--- config.mk ---
export PLATFORM = sky130hd
export DESIGN_NAME = vga_scanout
export DESIGN_NICKNAME = d
export VERILOG_FILES = /design/src/rtl/vga_scanout_pkg.sv /design/src/rtl/vga_timing.sv /design/src/rtl/vga_scanout.sv
export SDC_FILE = /design/constraint.sdc
export NUM_CORES = 1
export LEC_CHECK = 0
export CORE_ASPECT_RATIO = 0.9
export CORE_UTILIZATION = 45
export CTS_CLUSTER_SIZE = 16
export DETAILED_ROUTE_END_ITERATION = 8
export HOLD_SLACK_MARGIN = 0.03
export PLACE_DENSITY = 0.71
export SLEW_MARGIN = 0
export SYNTH_ARGS = -nofsm -noshare
export SYNTH_HDL_FRONTEND = slang
export SYNTH_SLANG_ARGS = --single-unit
--- constraint.sdc ---
create_clock -name clk -period 2.85 [get_ports clk]
set_input_delay 0.57 -clock clk [delete_from_list [all_inputs] [get_ports clk]]
set_output_delay 0.57 -clock clk [all_outputs]
set_load 0.02 [all_outputs]
--- src/rtl/vga_scanout_pkg.sv ---
// Shared VGA 640x480@60 timing constants, framebuffer geometry and small helpers
// used by the timing generator and the scanout datapath.
package vga_scanout_pkg;

  localparam int unsigned H_VISIBLE_DEF = 640;
  localparam int unsigned H_FRONT_DEF   = 16;
  localparam int unsigned H_SYNC_DEF    = 96;
  localparam int unsigned H_BACK_DEF    = 48;
  localparam int unsigned V_VISIBLE_DEF = 480;
  localparam int unsigned V_FRONT_DEF   = 10;
  localparam int unsigned V_SYNC_DEF    = 2;
  localparam int unsigned V_BACK_DEF    = 33;

  localparam int unsigned H_TOTAL   = 800;
  localparam int unsigned V_TOTAL   = 525;
  localparam int unsigned FB_WIDTH  = 320;
  localparam int unsigned FB_HEIGHT = 240;
  localparam int unsigned ADDR_W    = 17;
  localparam int unsigned CNT_W     = 10;
  localparam int unsigned COLOR_W   = 10;

  // Sync/blank bundle carried down the pixel pipeline (syncs active-low).
  typedef struct packed {
    logic hs_n;
    logic vs_n;
    logic active;
  } sync_t;

  localparam sync_t SYNC_IDLE = '{hs_n: 1'b1, vs_n: 1'b1, active: 1'b0};

  // Half-resolution framebuffer address; y*320 built from shifts (max 76799).
  function automatic logic [ADDR_W-1:0] fb_addr(input logic [CNT_W-1:0] h,
                                                input logic [CNT_W-1:0] v);
    logic [ADDR_W-1:0] y;
    y = ADDR_W'(v >> 1);
    return (y << 8) + (y << 6) + ADDR_W'(h >> 1);
  endfunction

  function automatic logic [COLOR_W-1:0] expand(input logic b);
    return {COLOR_W{b}};
  endfunction

endpackage

--- src/rtl/vga_timing.sv ---
// Pixel-rate divider, h/v raster counters, frame-start pulse and raw
// sync/active decode for the VGA scanout.
module vga_timing
  import vga_scanout_pkg::*;
#(
  parameter int unsigned H_VISIBLE = H_VISIBLE_DEF,
  parameter int unsigned H_FRONT   = H_FRONT_DEF,
  parameter int unsigned H_SYNC    = H_SYNC_DEF,
  parameter int unsigned H_BACK    = H_BACK_DEF,
  parameter int unsigned V_VISIBLE = V_VISIBLE_DEF,
  parameter int unsigned V_FRONT   = V_FRONT_DEF,
  parameter int unsigned V_SYNC    = V_SYNC_DEF,
  parameter int unsigned V_BACK    = V_BACK_DEF
) (
  input  logic             clk,
  input  logic             reset,
  output logic             phase,
  output logic             running,
  output logic [CNT_W-1:0] h_cnt,
  output logic [CNT_W-1:0] v_cnt,
  output logic             frame_start,
  output logic             active_c,
  output logic             hs_n_c,
  output logic             vs_n_c
);

  localparam int unsigned H_TOT = H_VISIBLE + H_FRONT + H_SYNC + H_BACK;
  localparam int unsigned V_TOT = V_VISIBLE + V_FRONT + V_SYNC + V_BACK;

  localparam logic [CNT_W-1:0] H_LAST    = CNT_W'(H_TOT - 1);
  localparam logic [CNT_W-1:0] V_LAST    = CNT_W'(V_TOT - 1);
  localparam logic [CNT_W-1:0] H_VIS_END = CNT_W'(H_VISIBLE);
  localparam logic [CNT_W-1:0] V_VIS_END = CNT_W'(V_VISIBLE);
  localparam logic [CNT_W-1:0] H_SYNC_LO = CNT_W'(H_VISIBLE + H_FRONT);
  localparam logic [CNT_W-1:0] H_SYNC_HI = CNT_W'(H_VISIBLE + H_FRONT + H_SYNC);
  localparam logic [CNT_W-1:0] V_SYNC_LO = CNT_W'(V_VISIBLE + V_FRONT);
  localparam logic [CNT_W-1:0] V_SYNC_HI = CNT_W'(V_VISIBLE + V_FRONT + V_SYNC);

  // First tick after reset re-enters (0,0) so every frame opens with frame_start.
  always_ff @(posedge clk or posedge reset) begin
    if (reset) begin
      phase       <= 1'b0;
      running     <= 1'b0;
      h_cnt       <= '0;
      v_cnt       <= '0;
      frame_start <= 1'b0;
    end else begin
      phase       <= ~phase;
      frame_start <= 1'b0;
      if (phase) begin
        if (!running) begin
          running     <= 1'b1;
          h_cnt       <= '0;
          v_cnt       <= '0;
          frame_start <= 1'b1;
        end else if (h_cnt == H_LAST) begin
          h_cnt <= '0;
          if (v_cnt == V_LAST) begin
            v_cnt       <= '0;
            frame_start <= 1'b1;
          end else begin
            v_cnt <= v_cnt + CNT_W'(1);
          end
        end else begin
          h_cnt <= h_cnt + CNT_W'(1);
        end
      end
    end
  end

  assign active_c = (h_cnt < H_VIS_END) && (v_cnt < V_VIS_END);
  assign hs_n_c   = !((h_cnt >= H_SYNC_LO) && (h_cnt < H_SYNC_HI));
  assign vs_n_c   = !((v_cnt >= V_SYNC_LO) && (v_cnt < V_SYNC_HI));

endmodule

--- src/rtl/vga_scanout.sv ---
// VGA scanout: framebuffer addressing, two-tick sync/blank pipeline aligned
// with the synchronous RAM read, and 1-bit to 10-bit colour expansion.
module vga_scanout
  import vga_scanout_pkg::*;
#(
  parameter int unsigned H_VISIBLE = H_VISIBLE_DEF,
  parameter int unsigned H_FRONT   = H_FRONT_DEF,
  parameter int unsigned H_SYNC    = H_SYNC_DEF,
  parameter int unsigned H_BACK    = H_BACK_DEF,
  parameter int unsigned V_VISIBLE = V_VISIBLE_DEF,
  parameter int unsigned V_FRONT   = V_FRONT_DEF,
  parameter int unsigned V_SYNC    = V_SYNC_DEF,
  parameter int unsigned V_BACK    = V_BACK_DEF
) (
  input  logic               clk,
  input  logic               reset,
  output logic [ADDR_W-1:0]  mem_addr,
  input  logic [2:0]         mem_rdata,
  output logic [COLOR_W-1:0] VGA_R,
  output logic [COLOR_W-1:0] VGA_G,
  output logic [COLOR_W-1:0] VGA_B,
  output logic               VGA_HS,
  output logic               VGA_VS,
  output logic               VGA_BLANK_N,
  output logic               VGA_SYNC_N,
  output logic               VGA_CLK,
  output logic               frame_start
);

  logic             pix_tick;
  logic             running;
  logic [CNT_W-1:0] h_cnt;
  logic [CNT_W-1:0] v_cnt;
  logic             active_c;
  logic             hs_n_c;
  logic             vs_n_c;
  sync_t            raw_c;
  sync_t            stage1;

  vga_timing #(
    .H_VISIBLE (H_VISIBLE),
    .H_FRONT   (H_FRONT),
    .H_SYNC    (H_SYNC),
    .H_BACK    (H_BACK),
    .V_VISIBLE (V_VISIBLE),
    .V_FRONT   (V_FRONT),
    .V_SYNC    (V_SYNC),
    .V_BACK    (V_BACK)
  ) u_timing (
    .clk         (clk),
    .reset       (reset),
    .phase       (pix_tick),
    .running     (running),
    .h_cnt       (h_cnt),
    .v_cnt       (v_cnt),
    .frame_start (frame_start),
    .active_c    (active_c),
    .hs_n_c      (hs_n_c),
    .vs_n_c      (vs_n_c)
  );

  assign raw_c      = '{hs_n: hs_n_c, vs_n: vs_n_c, active: active_c};
  assign VGA_CLK    = pix_tick;
  assign VGA_SYNC_N = 1'b0;

  // Address follows the counters one clk later; the RAM answers one clk after
  // that, so RAM data for a pixel is ready by the second tick after it enters.
  always_ff @(posedge clk or posedge reset) begin
    if (reset) begin
      mem_addr    <= '0;
      stage1      <= SYNC_IDLE;
      VGA_R       <= '0;
      VGA_G       <= '0;
      VGA_B       <= '0;
      VGA_HS      <= 1'b1;
      VGA_VS      <= 1'b1;
      VGA_BLANK_N <= 1'b0;
    end else begin
      mem_addr <= active_c ? fb_addr(h_cnt, v_cnt) : '0;
      if (pix_tick) begin
        stage1      <= running ? raw_c : SYNC_IDLE;
        VGA_HS      <= stage1.hs_n;
        VGA_VS      <= stage1.vs_n;
        VGA_BLANK_N <= stage1.active;
        VGA_R       <= expand(stage1.active & mem_rdata[2]);
        VGA_G       <= expand(stage1.active & mem_rdata[1]);
        VGA_B       <= expand(stage1.active & mem_rdata[0]);
      end
    end
  end

endmodule

# ---- Word-level counts from Yosys, hierarchy flattened
# Index checks and enable logic that the tools add are counted.
dict set report op_classes {
  addsub 4
  n_lt_le_gt_ge 6
  n_eq_ne 3
  muxes 11
  bitwise 4
  n_reduce_logical 6
}
# op count
set op_table {}
lappend op_table {{$mux 10} 5}
lappend op_table {{$add 10x1->10 const B} 2}
lappend op_table {{$eq 10x10->1 const B} 2}
lappend op_table {{$lt 10x10->1 const B} 2}
lappend op_table {{$lt 10x9->1 const B} 2}
lappend op_table {{$add 17x15->17} 1}
lappend op_table {{$add 17x9->17} 1}
lappend op_table {{$mux 17} 1}
lappend op_table {{$ge 10x10->1 const B} 1}
lappend op_table {{$ge 10x9->1 const B} 1}
lappend op_table {{$mux 1} 4}
lappend op_table {{$and 1x1->1} 3}
lappend op_table {{$logic_and 1x1->1} 3}
lappend op_table {{$mux 3} 1}
lappend op_table {{$logic_not 1->1} 2}
lappend op_table {{$ne 2x2->1 const B} 1}
lappend op_table {{$reduce_and 2->1} 1}
lappend op_table {{$not 1->1} 1}
dict set report word_totals {
  regBits 49
  in_bits 5
  out_inout_bits 53
  elab_cells 49
}

# ---- Longest topological paths before layout
# Gate-level depths: netlist (run 1).
dict set report depth {
  depth_word 5
  mapped_depth 9
  mapped_depth_nobuf 9
}

# ---- Cells and area by module
# From an unflattened synthesis (run 1), not the netlist that was laid out.
dict set report hier_totals {
  hier_cells 295
  area_unflattened_um2 2955.3
}
# module instances cells_per_inst area_per_inst_um2 seq_area_each_um2
set modules_own_cells {}
lappend modules_own_cells {vga_scanout 1 157 1605.3 655.6}
lappend modules_own_cells {vga_timing 1 138 1350.0 575.6}

# ---- Worst setup path after synthesis (run 1)
# OpenSTA, ideal clock, no wires.
dict set report synth_timing {
  path_kind {reg2reg}
  start {register u_timing.v_cnt[1]}
  end {register mem_addr[15]}
  arrival_ns 2.137
  required_ns 2.718
  setup_slack_ns 0.581
  path_stages_with_launch 10
  n_path_buf 0
  path_cell_list {dfrtp_1 > inv_1 > fa_1 > inv_1 > fa_1 > a21oi_1 > nor2_1 > nor3b_1 > or3_1 > a21oi_1}
}
dict set report synth_between {
  elab_chain_len 3
  word_cells_on_any_way 5
  cone_classes {add/sub: 2; order compare: 1; mux: 1; reduce/logical: 1}
}
# element line_no
set synth_rtl {}
lappend synth_rtl {{from (decl)} vga_timing.sv:20} ;# output logic [CNT_W-1:0] v_cnt,
lappend synth_rtl {{from (signal assigned)} vga_timing.sv:62} ;# v_cnt <= v_cnt + CNT_W'(1);
lappend synth_rtl {{$add 17x15->17 or $lt 10x9->1 (tied branches)} {vga_scanout_pkg.sv:36, vga_timing.sv:71}}
lappend synth_rtl {{$add 17x9->17 or $logic_and 1x1->1 (tied branches)} {vga_scanout_pkg.sv:36, vga_timing.sv:71}}
lappend synth_rtl {{$mux 17 (*)} vga_scanout.sv:79} ;# mem_addr <= active_c ? fb_addr(h_cnt, v_cnt) : '0;
lappend synth_rtl {{to (signal assigned)} vga_scanout.sv:79}
lappend synth_rtl {{to (decl)} vga_scanout.sv:17} ;# output logic [ADDR_W-1:0] mem_addr,
# Mark *: on every way between the ends. The rest lies on a longest branch, timed or not.
# A chain may end at the register's enable or synchronous reset.

# ---- Final worst setup path (run 1)
# Ends and elaborated chain as after synthesis.

==> reports/summary.txt, run 1 <==
Status = complete, no violations
DRC = 0
Critical Path RT = 3.07 ns
HPWL after DPL = 3780 µm
Synthesis-stage register bit count = 49
Max VDD drop = 0.139 mV
Period utilisation layout = 0.882
Syn Std Cell Area = 2840 µm²
Reg clk slew, reported paths = 0.10 ns
Placed cell areas = 3300 µm²
CP Capture Type = flop
Total of max-cap violations = 0
CP peak stage delay = 0.52 ns
Vias in the first global route = 1892
Max FO, Critical Path = 8
First-pass GRT wire length = 9210 µm
Area contributors post-synth = dfrtp_1 40%, ha_1 9.7%, buf_4 7.7%, dfstp_2 3.7%, nor2_1 3.3%
Port Buffers = 56
# setup viols final = 0
Fin. max-slew vios = 0
Clock Tree Buf Depth = 2
Area of the core = 6110 µm²
DRT iter0 DRCs = 118
RSZ-0062 raised after global routing = false
Ys Warns = 0
Die area = 6630 µm²
Post-synth ARST share = 1.00
Initial antenna violation count = 0
Setup Fix Bufs, Post-CTS = 0
Fillers = 539
Most frequent cell after synthesis = dfrtp_1
Remaining antenna violation count = 0
Largest area contributor in the netlist = dfrtp_1
Critical path launch point type = flop
WS Path Type = flop to flop
Clock Skews = 0.00854 ns
Boundary pin count = 58
Final hold violation count = 0
Clock latency on the worst-skew pair = 0.31 ns
Post-Route WL = 5220 µm
Share of post-route cells with drive strength above 1 = 0.100
Detailed Routing Iterations Pass 1 = 4
Worst Tran Pin Value = 1.07 ns
Fin nets = 338
GRT Total Usage = 0.174
Area grow syn2layout = 19.4%
TritonCTS Sinks = 49
CTS tree = done
Synth Net Count = 305
Antenna cells = 0
Sequential Area = 1230 µm²
Standard-cell rows = 27
Mapped Cells = 276
Total congestion overflow = 0
Yosys top cell area share = 0.397
Post-CTS sizing = 0
TritonCTS buffer count = 5
Final Util = 0.554
GP Congestion = 0.830
Vert. Die Dim = 77.3 µm
CP Cell Sequence = inv_1 > fa_1 > inv_1 > fa_1 > a21oi_1 > nor2_1 > nor3b_1 > o21ai_0 > a21oi_1
Die width = 85.7 µm
Pin count of the biggest net entering global routing = 50
Seq/Total Area, Yosys = 0.434
Slew HR = 0.280
Ys flop type = dfrtp_1
Via density = 5.02
PD cells = 359 nW/µm²
Root buf cell = clkbuf_8
Crit path time final = 2.51 ns
Synth Area per Inst = 10.3 µm²
Number of H-tree levels = 2
Finished Cell Area = 3390 µm²
CTS Hold Bufs = 0
F_max = 398 MHz
Multi-input logic area = 1310 µm²
Hold_ws = 0.511 ns
Pleak = 1.60 nW
Crit-path slowest cell = fa_1
Wire per inst = 13.2 µm
Tot Pwr = 1.22 mW
Sum Neg Setup Slack = 0 ns
Initial core utilization = 0.464
Distinct cell type count after synthesis = 53
Number of synthesized flops with an enable pin = 0
Hold Crit Class = flop to flop
Most instantiated cells after synthesis = 45 x dfrtp_1, 29 x buf_4, 25 x nor2_1, 22 x ha_1, 16 x o21ai_0
Via Count = 1993
CP Data Arrival Time = 2.74 ns
==> where the power goes <==
part	internal, mW	switching, mW
combinational	0.0446	0.0525
clock	0.174	0.242
sequential	0.697	0.00531
==> worst paths after layout <==
kind	from	endpoint	slack, ns	cells after the start
min in group asynchronous	reset	VGA_G[0]$_DFFE_PP0P_	0.62	3
worst max register to register	u_timing.v_cnt[1]$_DFFE_PP0P_	mem_addr[15]$_DFF_PP0_	0.34	9
max in group asynchronous	reset	VGA_VS$_DFFE_PP1P_	1.95	3
worst max-delay path	u_timing.v_cnt[1]$_DFFE_PP0P_	mem_addr[15]$_DFF_PP0_	0.34	9
worst min register to register	stage1[2]$_DFFE_PP1P_	stage1[2]$_DFFE_PP1P_	0.51	2
worst min-delay path	stage1[2]$_DFFE_PP1P_	stage1[2]$_DFFE_PP1P_	0.51	2
==> cell usage in the layout (no fill, tap or decap), drive strengths merged, types with 3 or more instances in the layout <==
cell type	n
nor3	3
nand4	5
and2	10
nand3	13
clkdlybuf4s50	56
nor2b	5
nand2b	4
ha	22
xor2	6
clkbuf	5
o21ai	20
dfstp	4
mux2	3
inv	14
nand2	10
and3	4
o31ai	4
buf	4
nor2	27
a31oi	3
dfrtp	45
a21oi	6
xnor2	7
==> sequential cells by signal, summed over array words and instances, names as in the netlist <==
name	flops
u_timing.running	1
u_timing.phase	1
VGA_BLANK_N	1
u_timing.h_cnt	10
mem_addr	17
u_timing.v_cnt	10
VGA_R	1
VGA_HS	1
u_timing.frame_start	1
VGA_G	1
VGA_VS	1
VGA_B	1
stage1	3
==> worst max-delay path: cells and delay by family, from the launching register on <==
kind	cells	cell delay, ns
adder cells (fa/ha/maj)	2	0.99
AO/OA/AOI/OAI	3	0.50
flip-flops	1	0.47
AND/OR/NAND/NOR	2	0.31
buffers and inverters	2	0.19
==> layer usage <==
| layer | track usage | wire [µm] | vias to the layer above |
|---|---|---|---|
| li1 | - | - | 987 |
| met1 | 0.250 | 2660 | 946 |
| met2 | 0.262 | 2270 | 54 |
| met3 | 0.0441 | 250 | 6 |
| met4 | 0.0433 | 44 | 0 |
| met5 | 0 | 0 | - |
==> metrics by stage <==
step | instances | worst slack (ns)
after floorplan | 276 | 0.581
after global placement | 389 | 0.415
final | 397 | 0.337
after detailed placement | 389 | 0.356
after global routing | 397 | 0.172
after CTS | 397 | 0.324
==> area by class of cell <==
class | count | share of cell area
Multi-Input combinational cell | 180 | 0.385
Sequential cell | 49 | 0.364
Timing Repair Buffer | 60 | 0.178
Tap cell | 87 | 0.0321
Clock buffer | 5 | 0.0203
Inverter | 13 | 0.0144
Clock inverter | 3 | 0.00628
==> kinds of logic (layout without fill, tap and decap cells) <==
group | count (synthesis) | in the layout | synth area share
and+or+nand+nor | 90 | 90 | 0.172
AOI/OAI and AO/OA | 47 | 47 | 0.116
muxes | 5 | 5 | 0.0190
other | 1 | 1 | 0.00132
adders and majority gates | 24 | 24 | 0.111
buffers and inverters | 47 | 81 | 0.106
xor gates and xnor gates | 13 | 13 | 0.0401
DFF | 49 | 49 | 0.434
Note: power is estimated with default switching activity, not from simulation.
==> run 2: changes to the inputs <==
--- a/config.mk
+++ b/config.mk
@@ -10,7 +10,7 @@
 export CTS_CLUSTER_SIZE = 16
 export DETAILED_ROUTE_END_ITERATION = 8
 export HOLD_SLACK_MARGIN = 0.03
-export PLACE_DENSITY = 0.71
+export PLACE_DENSITY = 0.74
 export SLEW_MARGIN = 0
 export SYNTH_ARGS = -nofsm -noshare
 export SYNTH_HDL_FRONTEND = slang
==> constraint.sdc (replaced) <==
create_clock -name clk -period 2.2 [get_ports clk]
set_input_delay 0.44 -clock clk [delete_from_list [all_inputs] [get_ports clk]]
set_output_delay 0.44 -clock clk [all_outputs]
set_load 0.02 [all_outputs]
==> reports/summary.txt, run 2 (synthesis gave the netlist of run 1 again) <==
Boundary pin count = 58 (unchanged)
Highest routed layer = met4
Met2 WL post-DR = 2570 µm (+13%)
TritonCTS Sinks = 49 (unchanged)
PD cells = 443 nW/µm² (+23%)
Clock Tree Buf Depth = 2 (unchanged)
Fin nets = 352 (+4.1%)
RSZ-0062 raised after global routing = true
Clock latency on the worst-skew pair = 0.30 ns (about the same)
Die area = 6630 µm² (unchanged)
WS Path Type = flop to flop
TritonCTS buffer count = 5 (unchanged)
Hold Crit Class = input pin to async pin
Period utilisation layout = 0.972 (+0.0904)
Critical path launch point type = flop
Max FO, Critical Path = 3 (-5)
Wire per inst = 13.4 µm (+2.3%)
Initial antenna violation count = 0 (unchanged)
Antenna cells = 0 (unchanged)
DRT iter0 DRCs = 73 (-38%)
# setup viols final = 0 (unchanged)
Largest reg by FF count = mem_addr
Fin. max-slew vios = 0 (unchanged)
Largest register FFs = 17 (unchanged)
Pin count of the biggest net entering global routing = 29 (-42%)
CP Data Arrival Time = 2.32 ns (-0.42 ns)
Critical Path RT = 2.38 ns (-0.69 ns)
Sum Neg Setup Slack = 0 ns (unchanged)
First-pass GRT wire length = 9570 µm (+3.9%)
Vias in the first global route = 2048 (+8.2%)
Final hold violation count = 0 (unchanged)
Clock Skews = 0.00719 ns (-0.00135 ns)
Detailed Routing Iterations Pass 1 = 4 (unchanged)
Area grow syn2layout = 24.1%
GRT Total Usage = 0.182 (+0.00842)
CP Capture Type = flop
Total congestion overflow = 0 (unchanged)
HPWL after DPL = 4070 µm (+7.4%)
Fillers = 500 (-7.2%)
Max VDD drop = 0.210 mV (+51%)
Remaining antenna violation count = 0 (unchanged)
Die width = 85.7 µm (unchanged)
Commonest non-fill, non-tap cell in the layout = clkdlybuf4s50_1
Area of the core = 6110 µm² (unchanged)
M1 wire length = 2600 µm (-2.1%)
Vert. Die Dim = 77.3 µm (unchanged)
Most frequent cells in the layout = 56 x clkdlybuf4s50_1, 45 x dfrtp_1, 24 x nor2_1, 22 x ha_1, 17 x buf_4
Via density = 5.11 (+1.7%)
Pleak = 1.67 nW (+4.4%)
Post-Route WL = 5530 µm (+5.9%)
Number of H-tree levels = 2 (unchanged)
Total of max-cap violations = 0 (unchanged)
Standard-cell rows = 27 (unchanged)
Hold_ws = 0.473 ns (-0.0381 ns)
CTS tree = done
Via Count = 2099 (+5.3%)
Crit path time final = 2.14 ns (-0.374 ns)
Initial core utilization = 0.464 (unchanged)
Status = complete, no violations
DRC = 0 (unchanged)
Root buf cell = clkbuf_8
Port Buffers = 56 (unchanged)
F_max = 467 MHz (+17%)
Routed met3 length = 285 µm (+14%)
CTS Hold Bufs = 0 (unchanged)
Share of post-route cells with drive strength above 1 = 0.164 (+0.0636)
Reg clk slew, reported paths = 0.09 ns (about the same)
Biggest registers after layout = mem_addr: 17 flops, u_timing.h_cnt: 10 flops, u_timing.v_cnt: 10 flops
GP Congestion = 0.843 (+1.6%)
==> run 2: cell types whose count changed in the layout (fill, tap and decap cells not counted), sizes merged <==
cell	delta
clkinv	-1
buf	+14
inv	-1
clkbuf	+2
==> run 2: path summary, 6_finish.rpt <==
path / startpoint / to / slack (ns) / cells past startpoint
min: reset / VGA_G[0]$_DFFE_PP0P_ / 0.47 / 2
max: u_timing.v_cnt[3]$_DFFE_PP0P_ / mem_addr[15]$_DFF_PP0_ / 0.06 / 9
min reg2reg: stage1[2]$_DFFE_PP1P_ / stage1[2]$_DFFE_PP1P_ / 0.50 / 2
max reg2reg: u_timing.v_cnt[3]$_DFFE_PP0P_ / mem_addr[15]$_DFF_PP0_ / 0.06 / 9
min in group clk: stage1[2]$_DFFE_PP1P_ / stage1[2]$_DFFE_PP1P_ / 0.50 / 2
max in group asynchronous: reset / VGA_VS$_DFFE_PP1P_ / 1.15 / 3
==> run 2: critical path: stages (launching register included) <==
cell and delay, ns:
dfrtp_1 0.37, inv_2 0.05, fa_1 0.56, inv_2 0.05
fa_2 0.39, a21oi_4 0.16, nor2_2 0.05, nor3b_2 0.19
or3_1 0.13, a21oi_1 0.06
==> run 2: timing repair <==
action / CTS / global route
setup endpoints to repair: 2 / 6
gates resized for setup: 1 / 10
pin swaps: 1 / 12
buffers inserted: 0 / 1
==> run 2: metrics by stage <==
step / area, µm² / power [mW] / cells / utilization / setup WS [ns]
floorplan: 2840 / 1.02 / 276 / - / 0.0243
global placement: 3400 / 1.05 / 402 / 0.556 / 0.0411
detailed placement: 3400 / 1.06 / 402 / 0.556 / -0.0189
CTS: 3490 / 1.58 / 410 / 0.571 / 0.00458
global route: 3520 / 1.62 / 411 / 0.576 / -0.0594
finish: 3520 / 1.56 / 411 / 0.576 / 0.0609
==> run 2: cell type report <==
| cell class | count | area, µm² | share of cell area |
|---|---|---|---|
| sequential | 49 | 1230 | 0.350 |
| clock buffer | 7 | 76.3 | 0.0217 |
| timing repair buffer | 74 | 708 | 0.201 |
| inverter | 13 | 48.8 | 0.0139 |
| tap | 87 | 109 | 0.0309 |
| multi-input combinational | 180 | 1340 | 0.381 |
| clock inverter | 1 | 7.51 | 0.00213 |
==> run 2: power by group <==
part	internal, mW	leakage [nW]	switching, mW
sequential	0.903	0.609	0.00694
combinational	0.0575	1.03	0.0676
clock	0.226	0.0385	0.299
total	1.19	1.67	0.374
==> run 2: routing by layer <==
layer | vias to the layer above | track usage
met5 | - | 0
met4 | 0 | 0.0633
met3 | 6 | 0.0409
met2 | 70 | 0.290
met1 | 1005 | 0.246
li1 | 1018 | -
